File: src/rtl/mmio_input_port.sv
// mmio_input_port: memory-mapped, debounced switch/button reader with sticky button-edge flags and a switch-change counter
module mmio_input_port #(
  parameter logic [31:0] BASE_ADDR       = 32'h0000_0100,
  parameter int          DEBOUNCE_CYCLES = 500000,
  parameter int          SYNC_STAGES     = 2
) (
  input  logic        clk,
  input  logic        rst,
  input  logic [15:0] sw,
  input  logic [4:0]  btn,
  input  logic        ReadEnM,
  input  logic [31:0] ReadAddrM,
  output logic [31:0] ReadDataM,
  output logic        HitM
);
  localparam int CW = $clog2(DEBOUNCE_CYCLES);
  localparam int NI = 21;
  logic [SYNC_STAGES-1:0][NI-1:0] sync_q, sync_d;
  logic [NI-1:0]                  synced, stable_q, stable_d;
  logic [NI-1:0][CW-1:0]          cnt_q, cnt_d;
  logic [4:0]                     btn_edge_q, btn_edge_d;
  logic [15:0]                    sw_changes_q, sw_changes_d;
  logic                           edge_rd;
  logic                           unused;
  assign unused = ^ReadAddrM[1:0];
  always_comb begin
    sync_d = {sync_q[SYNC_STAGES-2:0], btn, sw};
    synced = sync_q[SYNC_STAGES-1];
    stable_d = stable_q;
    cnt_d = '0;
    for (int i = 0; i < NI; i++)
      if (synced[i] != stable_q[i]) begin
        if (cnt_q[i] == CW'(DEBOUNCE_CYCLES-1)) stable_d[i] = synced[i];
        else cnt_d[i] = cnt_q[i] + 1'b1;
      end
    HitM = ReadEnM && (ReadAddrM[31:4] == BASE_ADDR[31:4]);
    edge_rd = HitM && (ReadAddrM[3:2] == 2'd2);
    // a rise on the clearing edge survives so the new press is not lost
    btn_edge_d = (edge_rd ? 5'b0 : btn_edge_q) | (stable_d[20:16] & ~stable_q[20:16]);
    sw_changes_d = sw_changes_q + 16'(stable_d[15:0] != stable_q[15:0]);
    ReadDataM = !HitM ? 32'b0 :
                ReadAddrM[3:2] == 2'd0 ? {16'b0, stable_q[15:0]} :
                ReadAddrM[3:2] == 2'd1 ? {27'b0, stable_q[20:16]} :
                ReadAddrM[3:2] == 2'd2 ? {27'b0, btn_edge_q} :
                                         {16'b0, sw_changes_q};
  end
  always_ff @(posedge clk)
    if (rst) begin
      sync_q       <= '0;
      stable_q     <= '0;
      cnt_q        <= '0;
      btn_edge_q   <= '0;
      sw_changes_q <= '0;
    end else begin
      sync_q       <= sync_d;
      stable_q     <= stable_d;
      cnt_q        <= cnt_d;
      btn_edge_q   <= btn_edge_d;
      sw_changes_q <= sw_changes_d;
    end
endmodule

File: config.mk
export PLATFORM = sky130hd
export DESIGN_NAME = mmio_input_port
export DESIGN_NICKNAME = d
export VERILOG_FILES = /design/src/rtl/mmio_input_port.sv
export SDC_FILE = /design/constraint.sdc
export NUM_CORES = 1
export LEC_CHECK = 0
export BUFFER_PORTS_ARGS = -buffer_cell sky130_fd_sc_hd__buf_2
export CAP_MARGIN = 10
export CORE_ASPECT_RATIO = 1.5
export CORE_MARGIN = 2
export CORE_UTILIZATION = 58
export DETAILED_ROUTE_END_ITERATION = 7
export PLACE_DENSITY = 0.74
export SETUP_SLACK_MARGIN = 0.05
export SLEW_MARGIN = 20
export SYNTH_ARGS = -nofsm -noshare
export SYNTH_HDL_FRONTEND = slang
export SYNTH_SLANG_ARGS = --single-unit
File: constraint.sdc
create_clock -name clk -period 6.2 [get_ports clk]
set_clock_uncertainty 0.15 [all_clocks]
set_input_delay 0.93 -clock clk [delete_from_list [all_inputs] [get_ports clk]]
set_output_delay 0.93 -clock clk [all_outputs]
set_load 0.03 [all_outputs]
After elaboration in Yosys (flattened, before gate mapping)
Index checks and enable logic that the tools add are counted.
{ "word_totals": {"ff_bits": 483, "latch_bits": 0, "ramBits": 0, "rom_bits": 0, "input_bits": 56, "out_inout_bits": 33, "word_cells": 189, "n_memories": 0} }
{ "classes": {"add_sub_neg": 22, "mul": 0, "div_mod_pow": 0, "n_lt_le_gt_ge": 0, "eq_ne": 46, "shift": 0, "n_mux": 47, "bitwise": 24, "n_reduce_logical": 24} }
{ "op_table": {"columns": ["cell", "count"], "rows": [
  ["adder 19 x 1 -> 19 bit, second input constant", 21],
  ["== test 19 bit, second input constant", 21],
  ["two-way mux 16 bit", 4],
  ["OR reduction 3 bit", 21],
  ["two-way mux 1 bit", 42],
  ["== test 28 x 5 -> 1 bit, second input constant", 1],
  ["!= test 1 bit", 21],
  ["NOT 1 bit", 21],
  ["adder 16 x 1 -> 16 bit", 1],
  ["!= test 16 bit", 1],
  ["bitwise AND 5 bit", 1],
  ["two-way mux 5 bit", 1],
  ["NOT 5 bit", 1],
  ["bitwise OR 5 bit", 1],
  ["== test 2 x 1 -> 1 bit, second input constant", 1],
  ["== test 2 bit, second input constant", 1],
  ["logical AND 1 bit", 2],
  ["logical NOT 2 bit", 1]
]} }

Longest topological paths before layout
Gate-level depths: netlist of run 1.
{ "logic_depth": {"ltp_word": 5, "depth_mapped": 14, "mapped_depth_nobuf": 13} }

Least setup slack after synthesis of run 1
No wires, ideal clock.
{ "synth_timing": {"path_kind": "input-to-output", "from": "input port ReadAddrM[12]", "to": "output port ReadDataM[0]", "t_arrival_ps": 2377, "required_ps": 5120, "slack_ps": 2743, "cell_stages": 5, "n_path_buf": 1, "path_cell_list": "or4_1 > nor3_1 > nand4_1 > clkbuf_1 > nor2b_1"} }
{ "synth_via": {"elab_chain_cells": 3} }
{ "synth_lines": {"columns": ["element", "line_no", "rtl"], "rows": [
  ["start, declared", "12", "input logic [31:0] ReadAddrM,"],
  ["== test 28 x 5 -> 1 bit", "36", "HitM = ReadEnM && (ReadAddrM[31:4] == BASE_ADDR[31:4]);"],
  ["logical AND 1 bit", "36", null],
  ["two-way mux 16 bit", "41", "ReadDataM = !HitM ? 32'b0 :"],
  ["end, declared", "13", "output logic [31:0] ReadDataM,"]
]} }
Every way passes these cells.

Final worst setup path of run 1
{ "layout_timing": {"from": "input port ReadAddrM[3]", "to": "output port ReadDataM[9]"} }
{ "layout_via": {"elab_chain_cells": 5, "elab_cells_between_ends": 7, "classes_between": "eq/ne: 2; mux: 4; reduce/logical: 1"} }
{ "layout_lines": {"columns": ["element", "line_no", "rtl"], "rows": [
  ["== test 2 bit", "44", "ReadAddrM[3:2] == 2'd2 ? {27'b0, btn_edge_q} :"],
  ["two-way mux 16 bit", "44", null],
  ["two-way mux 16 bit", "43", "ReadAddrM[3:2] == 2'd1 ? {27'b0, stable_q[20:16]} :"],
  ["two-way mux 16 bit *", "42", "ReadAddrM[3:2] == 2'd0 ? {16'b0, stable_q[15:0]} :"],
  ["two-way mux 16 bit *", "41", null]
]} }
Every way passes the cells marked *; elsewhere a longest branch is shown, timed or not.

==> key figures, run 1 <==
Die
  • Initial Util: roughly three fifths
  • Core box area: 0.0351 sq mm
  • Die W: 158 microns
  • Die height: roughly 240 microns
  • I/O pin total: between 80 and 90
  • Site Rows: 84
  • Die area: about 0.037 sq mm

Synth
  • Post-synth top area cell: dfxtp_1
  • Synth Warn #: 0
  • Mean area per synthesized cell: ~8.8 sq um
  • Synth Instances: roughly 2300
  • Asr flop ratio synth: 0%
  • Synth area leaders: dfxtp_1 (47%), nor2_1 (9.5%), xor2_1 (8.7%)
  • Commonest cells post-synth: nor2_1 (524), dfxtp_1 (483), xor2_1 (205)
  • Post-synth EDFFs: 0
  • Sequential fraction of the synthesis area: around 47%
  • Mapped Area: between 0.02 and 0.025 sq mm
  • Primary FF master, synth: dfxtp_1
  • Most frequent cell after synthesis: nor2_1
  • Synth unique cells: between 40 and 50
  • Post-synth top area share: 46.9%
  • #FFs+latches synth: approximately 480

GRT
  • Initial antenna violation count: 2
  • Pin count of the biggest net entering global routing: 74
  • Number of global-route vias before repair: about 15000
  • Grt ovf: 0
  • First-pass GRT wire length: about 67 mm
  • Total track usage: between 20% and 30%

CTS
  • CTS Hold Buffers Added: 0
  • CTS tree: built
  • Htree depth: 2
  • Clock Path Buffers: 3
  • CTS Buf Count: 45
  • Worst-path clk slew: ~60 ps
  • Root Buffer: clkbuf_16
  • Clk sink count: about 480
  • Cts repair resizes: 0
  • Post-CTS Setup Repair Bufs: 0
  • Worst-Skew Late Latency: ~560 ps

Timing
  • Setup slack after layout: ~2500 ps
  • Setup Viol. Count Final: 0
  • Max Freq: 267 MHz
  • Min Tclk post-route: 3740 ps
  • Worst slew pin tran: 1040 ps
  • Endpoints failing hold: 0
  • Final Cycle Share: around three fifths
  • Final setup TNS: 0 ps
  • Final Max Tran Viols: 0
  • Hold WS: about 280 ps
  • RSZ-0062 raised after global routing: no
  • Max_slew headroom: a little under a third

Worst setup path
  • Crit path buffers/inverters: 2
  • Worst Setup End Kind: output pin
  • Crit Path Class: in2out
  • Cells along the critical path: buf_2, nor2_1, a22oi_1, nor2_1, buf_2
  • Reg2Reg Launch Point: cnt_q[220]
  • Worst-path fanout max: 11
  • Slowest cell on the critical path: nor2_1
  • Crit. Startpoint: ReadAddrM[3]
  • Max stage delay on crit path: between 800 and 900 ps
  • Worst path required time: ~5100 ps
  • Worst EP arrival: between 2000 and 3000 ps
  • Startpoint Class: input port
  • Largest delay share family, worst path: simple AND/OR/NAND/NOR gates

Status
  • Outcome: finished clean

Finish
  • Fillers: 2937
  • Register area: a little under 0.01 sq mm
  • Area Growth Syn to Fin: 10.3%
  • Cell area after layout: between 0.02 and 0.025 sq mm
  • Nets: between 2000 and 2500
  • Diode count: 0
  • Share of cells above drive strength 1: ~6.2%
  • Footprint of the multi-input gates: roughly 0.010 sq mm

Place
  • Placed cell area: ~0.021 sq mm
  • PortBufs: 70
  • Worst slack, placed: around 2400 ps
  • Detailed placement HPWL: ~28 mm
  • GP Congestion: about 0.83

Routing
  • DRC violations left: 0
  • Wirelength per Cell: about 14 microns
  • DR vias/cell: roughly 5.4
  • Final antenna-violating net count: 0
  • Final WL: a little under 40 mm
  • DRT Pass-1 Iters: 5
  • DRT iter0 DRCs: ~740
  • DR vias: around 16000

Worst hold path
  • Critical hold path startpoint: sync_d[37]
  • Worst hold path class: reg2reg

Run
  • Max Cap Violations: 0

Power and ir drop
  • Pleak: between 7 and 8 nW
  • Worst vdd ir: ~0.19 mV
  • Pwr dens: between 200 and 300 mW/mm^2
## registers in the layout (all words and copies together), names as in the netlist
name	count
synced	21
sync_d	21
sw_changes_q	16
btn_edge_q	5
cnt_q	399
stable_q	21
## through the flow
| stage | power (mW) | util (%) | instances |
|---|---|---|---|
| final | 6.05 | 64.9 | 2912 |
| after global routing | 6.24 | 64.9 | 2912 |
| after global placement | 3.29 | 60.6 | 2832 |
| after detailed placement | 3.29 | 60.6 | 2832 |
| after CTS | 6.11 | 64.9 | 2912 |
| after floorplan | 3.27 | - | 2364 |
## layout make-up
| class | instances | share of cell area, % |
|---|---|---|
| inverter | 52 | 0.857 |
| clock buffer | 64 | 5.71 |
| clock inverter | 16 | 0.940 |
| sequential | 483 | 42.5 |
| multi-input combinational | 1752 | 45.8 |
| tap | 473 | 2.60 |
| timing repair buffer | 72 | 1.62 |
## report_power, final
part / switching (mW) / internal, mW / total (mW)
logic: 0.0626 / 0.0288 / 0.0915
registers: 0.0101 / 3.12 / 3.13
clock network: 1.16 / 1.67 / 2.83
total: 1.23 / 4.82 / 6.05
## layer usage
metal	GRT usage [%]	vias up	part of all wire, %
met5	0	-	0.068
met4	6.06	4	2.0
met3	3.32	64	3.7
met2	39.1	220	52
met1	25.2	7429	43
li1	-	7959	-
## cell usage in the layout, fill, tap and decap left out, drive strengths merged, types with 6 or more instances in the layout
| cell type | n |
|---|---|
| nand4 | 100 |
| nor4 | 33 |
| inv | 53 |
| a22oi | 11 |
| buf | 72 |
| ha | 24 |
| nor4bb | 6 |
| and3 | 52 |
| or3 | 28 |
| clkinv | 8 |
| nor2 | 524 |
| and2 | 11 |
| and4 | 35 |
| nor4b | 26 |
| dfxtp | 483 |
| mux2i | 8 |
| clkbuf | 64 |
| conb | 16 |
| o21ai | 21 |
| xor2 | 205 |
| xnor2 | 184 |
| nor3 | 65 |
| or4 | 7 |
| nand2 | 143 |
| nand3 | 147 |
| nor2b | 51 |
| a21oi | 21 |
| nand3b | 6 |
## cells by family after synthesis
| group | Yosys count | share of synthesized area (%) |
|---|---|---|
| other | 1 | 0.0182 |
| adders and majority gates | 24 | 1.45 |
| buffers and inverters | 129 | 2.87 |
| muxes | 13 | 0.934 |
| and+or+nand+nor | 1256 | 29.9 |
| xor gates and xnor gates | 389 | 16.5 |
| DFF | 483 | 46.9 |
| AOI/OAI and AO/OA | 54 | 1.48 |
## path summary, 6_finish.rpt
| check | endpoint | slack (ps) | cells past startpoint |
|---|---|---|---|
| worst max register to register | sw_changes_q[14] | 2680 | 12 |
| worst max-delay path | ReadDataM[9] | 2460 | 5 |
| worst min register to register | synced[16] | 280 | 1 |
| worst min-delay path | synced[16] | 280 | 1 |
Note: power is estimated with default switching activity, not from simulation.
==> run 2, diff against run 1 <==
--- a/config.mk
+++ b/config.mk
@@ -9,7 +9,7 @@
 export CAP_MARGIN = 10
 export CORE_ASPECT_RATIO = 1.5
 export CORE_MARGIN = 2
-export CORE_UTILIZATION = 58
+export CORE_UTILIZATION = 56
 export DETAILED_ROUTE_END_ITERATION = 7
 export PLACE_DENSITY = 0.74
 export SETUP_SLACK_MARGIN = 0.05
==> constraint.sdc (replaced) <==
create_clock -name clk -period 3.21 [get_ports clk]
set_clock_uncertainty 0.15 [all_clocks]
set_input_delay 0.4815 -clock clk [delete_from_list [all_inputs] [get_ports clk]]
set_output_delay 0.4815 -clock clk [all_outputs]
set_load 0.03 [all_outputs]
==> run 2 against run 1 <==
Critical path depth increased by 7; final cell count is 2.0% higher; combinational power increased by 110%; power grew 100%; critical path type is now reg2reg; largest cell class unchanged; largest power group unchanged.
==> key figures, run 2 (synthesis gave the netlist of run 1 again) <==
Status
  • Outcome: finished clean (unchanged)

CTS
  • Root Buffer: clkbuf_16 (unchanged)
  • Htree depth: 2 (unchanged)
  • Clk sink count: 483 (unchanged)
  • CTS tree: built (unchanged)
  • Worst-path clk slew: 70 ps (was 60 ps)
  • CTS Buf Count: 46 (was 45)
  • Worst-Skew Late Latency: 570 ps (was 560 ps)
  • Post-CTS Setup Repair Bufs: 0 (unchanged)
  • Clock Path Buffers: 3 (unchanged)

Worst setup path
  • Worst Setup End Kind: flop (was output pin)
  • Reg2reg setup slack: 170 ps (was 2680 ps)
  • Crit Path Class: reg2reg (was in2out)
  • Reg2Reg Launch Point: cnt_q[273] (was cnt_q[220])
  • Crit path buffers/inverters: 0 (was 2)
  • Worst-path fanout max: 6 (was 11)
  • Startpoint Class: flop (was input port)
  • R2r endpoint: sw_changes_q[14] (unchanged)
  • Worst path required time: 3520 ps (was 5120 ps)
  • Worst EP arrival: 3350 ps (was 2660 ps)
  • Slowest cell on the critical path: or4_1 (was nor2_1)
  • Worst Reg2Reg Path Length in Cells: 12 (unchanged)
  • Largest delay share family, worst path: simple AND/OR/NAND/NOR gates (unchanged)
  • Cells along the critical path: or4_1, or3_1, nor3_1, nor4_1, nand4_1, ha_2, ha_1, and2_4, and3_1, nand3_1, xor2_1, nor2_1 (was buf_2, nor2_1, a22oi_1, nor2_1, buf_2)
  • Max stage delay on crit path: 500 ps (was 820 ps)

GRT
  • Grt ovf: 0 (unchanged)
  • M1 GR Usage: 24.2% (was 25.2%)
  • Total track usage: 21.4% (was 21.3%)
  • Pin count of the biggest net entering global routing: 65 (was 74)
  • Number of global-route vias before repair: 15700 (was 15200)
  • First-pass GRT wire length: 69.8 mm (was 67.1 mm)
  • Met2 Use GR: 40.3% (was 39.1%)
  • Met3 usage: 3.56% (was 3.32%)
  • GRT Max-Usage Layer: met2 (unchanged)
  • Initial antenna violation count: 2 (unchanged)

Routing
  • Final antenna-violating net count: 0 (unchanged)
  • Wirelength per Cell: 13.9 microns (was 13.6 microns)
  • Final WL: 41.2 mm (was 39.6 mm)
  • DRC violations left: 0 (unchanged)
  • DR vias/cell: 5.36 (was 5.38)
  • DRT iter0 DRCs: 811 (was 737)
  • DR vias: 15900 (was 15700)
  • DRT Pass-1 Iters: 5 (unchanged)

Power and ir drop
  • Sw Pwr: 2.45 mW (was 1.23 mW)
  • Switching portion of total power: 20.1% (was 20.3%)
  • Gate power share: 1.6% (was 1.5%)
  • Flop pwr share: 49.5% (was 51.8%)
  • Worst vdd ir: 0.384 mV (was 0.187 mV)
  • Pleak: 7.63 nW (was 7.33 nW)
  • Cell Int Power: 9.75 mW (was 4.82 mW)
  • Clock power share: 48.9% (was 46.7%)
  • Pwr dens: 523 mW/mm^2 (was 266 mW/mm^2)

Timing
  • Worst slew pin tran: 865 ps (was 1040 ps)
  • RSZ-0062 raised after global routing: no (unchanged)
  • Endpoints failing hold: 0 (unchanged)
  • Setup slack after layout: 172 ps (was 2460 ps)
  • Final Cycle Share: approximately 95%
  • Final setup TNS: 0 ps (unchanged)
  • Min Tclk post-route: just over 3000 ps
  • Setup Viol. Count Final: 0 (unchanged)
  • Max Freq: roughly 330 MHz
  • Max_slew headroom: 41.8% (was 30.1%)
  • Final Max Tran Viols: 0 (unchanged)

Finish
  • Most frequent cells in the layout: nor2_1 (524), dfxtp_1 (482), xor2_1 (205) (was nor2_1 (524), dfxtp_1 (483), xor2_1 (205))
  • Fillers: 3035 (was 2937)
  • Diode count: 0 (unchanged)
  • Biggest register: cnt_q (unchanged)
  • Commonest non-fill, non-tap cell in the layout: nor2_1 (unchanged)
  • Area Growth Syn to Fin: 13.1% (was 10.3%)
  • Max reg flops: 399 (unchanged)
  • Post-Layout Cell Count: 2971 (was 2912)
  • Nets: 2529 (was 2486)
  • Share of cells above drive strength 1: 7.80% (was 6.23%)

Place
  • Detailed placement HPWL: 28.4 mm (was 27.5 mm)
  • GP Congestion: 0.826 (was 0.827)
  • Placed insts: 2870 (was 2832)
  • Worst slack, placed: 57.4 ps (was 2430 ps)
  • PortBufs: 70 (unchanged)

Die
  • Site Rows: 86 (was 84)
  • Die W: 161 microns (was 158 microns)
  • Core box area: 0.0366 sq mm (was 0.0351 sq mm)
  • Die area: 0.0384 sq mm (was 0.0371 sq mm)
  • Initial Util: 56.4% (was 58.8%)
  • I/O pin total: 89 (unchanged)
  • Die height: 239 microns (was 235 microns)

Worst hold path
  • Worst hold path class: in2reg (was reg2reg)
  • Hold path depth: 2 (was 1)
  • Critical hold path startpoint: sw[2] (was sync_d[37])
  • WHS Endpoint: sync_d[23] (was synced[16])

Run
  • Max Cap Violations: 0 (unchanged)
-- run 2: cell count changes in the layout (fill, tap and decap cells not counted), moves of 2 or more --
cell	change
nor3_2	+3
clkbuf_16	+2
buf_4	+27
clkinvlp_4	-2
nor3_1	-3
bufinv_16	+4
dlygate4sd3_1	+15
clkinv_2	+2
-- run 2: worst max-delay path by stage --
stage | start | to | slack (ps) | depth (start not counted)
finish | cnt_q[273] | sw_changes_q[14] | 170 | 12
global route | cnt_q[219] | sw_changes_q[10] | 40 | 13
CTS | cnt_q[219] | sw_changes_q[14] | 80 | 13
detailed placement | cnt_q[196] | sw_changes_q[14] | 60 | 12
global placement | cnt_q[196] | sw_changes_q[6] | 100 | 12
floorplan | cnt_q[196] | sw_changes_q[14] | 220 | 12
-- run 2: repair_timing --
action | in CTS | in global routing
setup endpoints to repair | 3 | 7
gates resized for setup | 1 | 8
hold buffers | 15 | 0
pin swaps | 0 | 2
hold endpoints to repair | 15 | 0
gates cloned | 0 | 0
-- run 2: metrics by stage --
step,hold slack [ps],power [mW],instance area [sq um],utilization [%]
detailed placement,276,6.36,21500,58.7
floorplan,263,6.31,20700,-
CTS,2.12,12.3,23300,63.7
global placement,272,6.36,21500,58.7
global route,12.5,12.6,23300,63.8
finish,16.5,12.2,23300,63.8
-- run 2: layer usage --
metal / wire length [microns] / vias to the layer above
met5: 30 / -
met1: 17200 / 7535
li1: - / 8067
met4: 1210 / 4
met3: 1490 / 77
met2: 21200 / 238
-- run 2: final cells by class --
type / instances / area [sq um] / share of cell area, %
repair buffers: 114 / 721 / 3.09
clock inverters: 21 / 338 / 1.45
well taps: 484 / 606 / 2.59
multi-input cells: 1752 / 10500 / 44.8
flip-flops and latches: 483 / 9670 / 41.4
inverters: 52 / 195 / 0.836
clock buffers: 65 / 1350 / 5.77
-- run 2: power by group through the flow --
| stage | Combinational (mW) | Clock (mW) | Sequential, mW |
|---|---|---|---|
| 2_1_floorplan | 0.141 | 0 | 6.17 |
| 3_3_place_gp | 0.178 | 0 | 6.18 |
| 3_5_place_dp | 0.183 | 0 | 6.18 |
| 4_1_cts | 0.198 | 6.08 | 6.04 |
| 5_1_grt | 0.216 | 6.30 | 6.04 |
| 6_report | 0.195 | 5.97 | 6.04 |
